**src/rtl/snax_dimc_stream_upsizer.sv**
```systemverilog
// Narrow-to-wide stream packer that feeds a DIMC stream2acc port.
// It gathers Ratio narrow beats (or fewer when a last beat arrives early) into one zero-padded wide word.
module snax_dimc_stream_upsizer #(
  parameter int unsigned NarrowDataWidth = 64,
  parameter int unsigned WideDataWidth   = 512,
  localparam int unsigned Ratio          = WideDataWidth / NarrowDataWidth,
  localparam int unsigned LaneIdxWidth   = (Ratio > 1) ? $clog2(Ratio) : 1
) (
  input  logic                       clk_i,
  input  logic                       rst_i,
  input  logic [NarrowDataWidth-1:0] narrow_data_i,
  input  logic                       narrow_valid_i,
  input  logic                       narrow_last_i,
  output logic                       narrow_ready_o,
  input  logic                       clear_i,
  output logic [WideDataWidth-1:0]   stream2acc_data_o,
  output logic                       stream2acc_valid_o,
  input  logic                       stream2acc_ready_i,
  output logic                       stream2acc_last_o,
  output logic [15:0]                word_cnt_o
);

  localparam logic [LaneIdxWidth-1:0] LastLane = LaneIdxWidth'(Ratio - 1);

  // Handshakes on both sides are valid/ready: a transfer happens on a rising
  // clk_i edge where valid and ready are both high; valid never waits on ready,
  // and clear_i cancels any transfer that would otherwise happen in its cycle.

  logic [LaneIdxWidth-1:0]  lane_idx_q, lane_idx_d;
  logic [WideDataWidth-1:0] pack_q, pack_d;
  logic [WideDataWidth-1:0] out_data_q, out_data_d;
  logic                     out_valid_q, out_valid_d;
  logic                     out_last_q, out_last_d;
  logic [15:0]              word_cnt_q, word_cnt_d;

  logic                     accept;
  logic                     complete;
  logic                     handshake;
  logic [WideDataWidth-1:0] merged;

  // The ready path is kept off narrow_valid_i/narrow_last_i on purpose.
  assign narrow_ready_o = !out_valid_q || stream2acc_ready_i;

  assign accept    = narrow_valid_i && narrow_ready_o && !clear_i;
  assign complete  = accept && ((lane_idx_q == LastLane) || narrow_last_i);
  assign handshake = out_valid_q && stream2acc_ready_i && !clear_i;

  // Lanes above the current index are always zero in pack_q, which gives the zero padding on early flush.
  always_comb begin
    merged = pack_q;
    for (int k = 0; k < Ratio; k++) begin
      if (lane_idx_q == LaneIdxWidth'(k)) begin
        merged[k*NarrowDataWidth +: NarrowDataWidth] = narrow_data_i;
      end
    end
  end

  always_comb begin
    lane_idx_d  = lane_idx_q;
    pack_d      = pack_q;
    out_data_d  = out_data_q;
    out_valid_d = out_valid_q;
    out_last_d  = out_last_q;
    word_cnt_d  = word_cnt_q;

    if (clear_i) begin
      lane_idx_d  = '0;
      pack_d      = '0;
      out_data_d  = '0;
      out_valid_d = 1'b0;
      out_last_d  = 1'b0;
      word_cnt_d  = '0;
    end else begin
      if (handshake) begin
        out_valid_d = 1'b0;
        word_cnt_d  = word_cnt_q + 16'd1;
      end
      if (accept) begin
        if (complete) begin
          // A completion in the handshake cycle reloads the output, keeping valid high.
          out_data_d  = merged;
          out_last_d  = narrow_last_i;
          out_valid_d = 1'b1;
          lane_idx_d  = '0;
          pack_d      = '0;
        end else begin
          pack_d     = merged;
          lane_idx_d = lane_idx_q + LaneIdxWidth'(1);
        end
      end
    end
  end

  always_ff @(posedge clk_i or posedge rst_i) begin
    if (rst_i) begin
      lane_idx_q  <= '0;
      pack_q      <= '0;
      out_data_q  <= '0;
      out_valid_q <= 1'b0;
      out_last_q  <= 1'b0;
      word_cnt_q  <= '0;
    end else begin
      lane_idx_q  <= lane_idx_d;
      pack_q      <= pack_d;
      out_data_q  <= out_data_d;
      out_valid_q <= out_valid_d;
      out_last_q  <= out_last_d;
      word_cnt_q  <= word_cnt_d;
    end
  end

  assign stream2acc_data_o  = out_data_q;
  assign stream2acc_valid_o = out_valid_q;
  assign stream2acc_last_o  = out_last_q;
  assign word_cnt_o         = word_cnt_q;

endmodule

```
**config.mk**
```make
export PLATFORM = sky130hd
export DESIGN_NAME = snax_dimc_stream_upsizer
export DESIGN_NICKNAME = d
export VERILOG_FILES = /design/src/rtl/snax_dimc_stream_upsizer.sv
export SDC_FILE = /design/constraint.sdc
export NUM_CORES = 2
export LEC_CHECK = 0
export CORE_MARGIN = 4
export CORE_UTILIZATION = 40
export DETAILED_ROUTE_END_ITERATION = 8
export GPL_ROUTABILITY_DRIVEN = 0
export PLACE_DENSITY = 0.65
export SKIP_CTS_REPAIR_TIMING = 1
export SYNTH_ARGS = -nofsm -noshare
export SYNTH_HDL_FRONTEND = slang
export SYNTH_SLANG_ARGS = --single-unit
```
**constraint.sdc**
```tcl
create_clock -name clk_i -period 49.1 [get_ports clk_i]
set_clock_uncertainty 0.15 [all_clocks]
set_input_delay 14.73 -clock clk_i [delete_from_list [all_inputs] [get_ports clk_i]]
set_output_delay 14.73 -clock clk_i [all_outputs]
set_load 0.05 [all_outputs]
```
==> Word level (Yosys, flattened, before mapping) <==
Cells that the tools add are included.
{ "op_classes": {"add_sub_neg": 2, "n_eq_ne": 7, "mux": 26, "n_reduce_logical": 14} }
{ "op_table": {"columns": ["cell", "count"], "rows": [
  ["two-way mux 512 bit", 6],
  ["two-way mux 64 bit", 8],
  ["two-way mux 16 bit", 2],
  ["adder 16 x 1 -> 16 bit, second input constant", 1],
  ["== test 3 bit, second input constant", 4],
  ["two-way mux 3 bit", 3],
  ["two-way mux 1 bit", 7],
  ["== test 3 x 2 -> 1 bit, second input constant", 2],
  ["nonzero test 2 bit", 3],
  ["logical AND 1 bit", 5],
  ["adder 3 x 1 -> 3 bit, second input constant", 1],
  ["== test 3 x 1 -> 1 bit, second input constant", 1],
  ["zero test 3 bit", 1],
  ["zero test 1 bit", 2],
  ["logical OR 1 bit", 2],
  ["AND reduction 2 bit", 1]
]} }
{ "word_totals": {"register_bits": 1045, "inputBits": 70} }

==> Longest topological paths before layout <==
{ "logic_depth": {"word_depth": 8, "ltp_mapped": 9, "mapped_depth_nobuf": 6} }

==> Worst setup path after synthesis <==
OpenSTA, ideal clock, no wires.
{ "synth_timing": {"path_kind": "input-to-output", "startpoint": "input port stream2acc_ready_i", "endpoint": "output port narrow_ready_o", "arrival_time_ps": 15068, "slack_ps": 19152, "stages": 2, "n_path_buf": 1, "cell_sequence": "nand2b_1 buf_4"} }
{ "synth_between": {"elab_chain_len": 1} }
{ "synth_lines": {"columns": ["item", "line_no", "text"], "rows": [
  ["start: declaration", "18", "input logic stream2acc_ready_i,"],
  ["logical OR 1 bit", "42", "assign narrow_ready_o = !out_valid_q || stream2acc_ready_i;"],
  ["end: declaration", "14", "output logic narrow_ready_o,"]
]} }
Every way passes these cells.

==> Worst setup path after layout <==
Ends and elaborated chain as after synthesis.

==> out/metrics.cfg <==
[timing]
fin_crit_ns = 31.43
tightest_slew_ns = 1.27
max_slew_margin = 0.152
final-max-slew-violation-count = 0
period_share = 0.640
setup_violations = 0
fmax_mhz = 31.8
rsz0062_at_grt = false
setup_tns_ns = 0
hold_viol = 0

[power_and_ir_drop]
power.density_nw_per_um2 = 35.1
switching_share = 0.251
pwr-share-comb = 0.079
leakagePower_nw = 24.5
p_seq_frac = 0.462
pwr-share-clk = 0.459
max-vdd-ir-drop_v = 0.0000277
internal_power_w = 0.00142
p_sw_w = 0.000478

[drt]
wirelength_microns = 139000
drc = 0
vias = 31200
via_per_inst = 5.70
wl_per_cell_microns = 25.3
dr.pass1.iters = 5
ant_nets = 0
drt_iter0_drc = 2628

[synthesis]
synth-edff-count = 0
synth_nets = 3676
avgSynthCellArea_sq_um = 12.2
synth_cell_types = 34
synth.most_common_cell = dfrtp_1
yosys_warnings = 0
ys_top_cells_by_area = dfrtp_1, mux2i_1, a22o_1
netlist.top_cell.by_area = dfrtp_1
syn_area_sq_um = 44000
synth.top_cell.area_share = 0.594
netlist_instances = 3599
seq_area_frac_synth = 0.594
synth_top_cells_by_count = dfrtp_1, nand2_1, mux2i_1
synth_ff_type = dfrtp_1
async_flop_share = 1.00
synth_seq_cells = 1045

[flow_run]
cap_violations = 0

[die]
die_w_microns = 340
fp.dieArea_sq_um = 115000
ios = 601
core_sq_um = 109000
rows = 121
start_util = 0.404
die_h_microns = 340

[layout]
filler_cell_count = 9606
final_nets = 4054
finalNonFillerCells = 5480
drive_above_1_share = 0.0627
multi_input_area_sq_um = 16000
syn_to_final_growth_pct = 23.1
antenna_cells = 0
final-seq-area_sq_um = 26200

[clocking]
cts_tree = built
clock_latency_ns = 0.69
clock_path_buffers = 3
cts_max_level = 3
cts_root_buffer = clkbuf_16
cts.sinks = 1045
path_clk_slew_ns = 0.06
numCtsBuffers = 110

[placement]
dpl.hpwl_microns = 81500
port_buffers = 600
dp_cells = 5279

[setup_path]
required_ns = 34.22
crit_type = in -> out
cp_max_fo = 7
r2r_cells = 8
endpoint_kind = output pin
crit_arrival_ns = 16.55
worst_setup_path_start_kind = primary input

[global_route]
grt_pass1_wl_microns = 209000
grt_overflow_total = 0
grt_max_degree = 254
grt_util_all_layers = 0.234
antenna_found_initial = 1
grt_pass1_vias = 30800

[min_path]
worstHoldPathType = reg -> reg
hold_path_depth = 2

[status]
status = complete, no violations

[cell type report]
cell class              count  share of cell area
clock buffers             161              0.0598
clock inverters            40              0.0102
inverters                   6            0.000554
multi-input cells        2164               0.295
flip-flops and latches   1045               0.483
well taps                1414              0.0327
repair buffers            650               0.119
[final timing paths]
path,startpoint,end,slack (ns)
setup / recovery,stream2acc_ready_i,narrow_ready_o,17.67
hold / removal,stream2acc_data_o[417]$_DFFE_PP0P_,stream2acc_data_o[417]$_DFFE_PP0P_,0.32
setup reg to reg,lane_idx_q[2]$_DFFE_PP0P_,stream2acc_data_o[363]$_DFFE_PP0P_,43.44
hold reg to reg,stream2acc_data_o[417]$_DFFE_PP0P_,stream2acc_data_o[417]$_DFFE_PP0P_,0.32
max in group asynchronous,rst_i,stream2acc_data_o[473]$_DFFE_PP0P_,30.52
min in group asynchronous,rst_i,stream2acc_data_o[183]$_DFFE_PP0P_,14.42
[power by group through the flow]
stage | Clock (W) | Combinational [W] | Sequential (W)
floorplan | 0 | 0.0000738 | 0.000920
global placement | 0 | 0.000151 | 0.000895
detailed placement | 0 | 0.000152 | 0.000895
CTS | 0.000890 | 0.000152 | 0.000879
global route | 0.000927 | 0.000161 | 0.000880
finish | 0.000873 | 0.000150 | 0.000880
[state kept, by name (all words and copies together), names as in the netlist]
name / cells
pack_q: 512
stream2acc_data_o: 512
word_cnt_o: 16
lane_idx_q: 3
stream2acc_last_o: 1
stream2acc_valid_o: 1
[metrics by stage]
| stage | instance area, sq um | utilization | setup WS [ns] | power [W] | hold WS [ns] |
|---|---|---|---|---|---|
| final | 54200 | 0.497 | 17.67 | 0.00190 | 0.324 |
| after CTS | 54200 | 0.497 | 17.69 | 0.00192 | 0.328 |
| after floorplan | 44000 | - | 4.81 | 0.000994 | 0.303 |
| after detailed placement | 50400 | 0.462 | 17.69 | 0.00105 | 0.315 |
| after global routing | 54200 | 0.497 | 17.62 | 0.00197 | 0.342 |
| after global placement | 50400 | 0.462 | 17.68 | 0.00105 | 0.310 |
[cell families (layout without fill, tap and decap cells)]
| kind of cell | Yosys count | in the layout | share of synthesized area |
|---|---|---|---|
| fa+ha+maj | 7 | 7 | 0.00199 |
| simple gates | 652 | 652 | 0.0629 |
| mux | 512 | 512 | 0.116 |
| compound gates | 982 | 982 | 0.177 |
| flops | 1045 | 1045 | 0.594 |
| buf+inv | 390 | 857 | 0.0446 |
| xor+xnor | 11 | 11 | 0.00219 |
[worst max-delay path, cell delays in order]
cell             delay, ns
clkdlybuf4s50_1       0.53
nand2b_1              0.40
clkdlybuf4s50_1       0.89
[layout by cell type (no fill, tap or decap), types with 3 or more instances in the layout]
cell / netlist / final
o31ai_1: 449 / 449
buf_12: 0 / 5
clkbuf_16: 0 / 112
o21ai_1: 48 / 48
clkinvlp_4: 0 / 5
nand2_1: 531 / 528
clkbuf_8: 0 / 25
nand3_1: 8 / 8
clkdlybuf4s50_1: 0 / 599
dfrtp_1: 1045 / 1045
nor2_4: 7 / 7
nand4_1: 6 / 6
clkinv_2: 0 / 15
inv_1: 6 / 5
nor2b_4: 0 / 3
clkbuf_1: 137 / 24
nor2_1: 13 / 13
a22o_1: 448 / 448
o21ai_0: 19 / 19
a21oi_1: 9 / 9
bufinv_16: 0 / 12
xor2_1: 10 / 10
ha_1: 7 / 5
nand2_4: 0 / 3
and4_1: 3 / 3
inv_6: 0 / 3
clkinv_4: 0 / 3
and2_1: 66 / 66
or3_1: 5 / 4
nand2b_1: 4 / 4
buf_4: 79 / 45
a21oi_4: 7 / 7
mux2i_1: 512 / 512
[per-layer routing]
layer | up-vias | share of wire | track usage
met4 | 2 | 0.029 | 0.0729
met2 | 1099 | 0.46 | 0.363
met1 | 16100 | 0.44 | 0.332
li1 | 13900 | - | -
met3 | 188 | 0.070 | 0.0491
met5 | - | 0.000051 | 0
(Power assumes the default switching activity.)
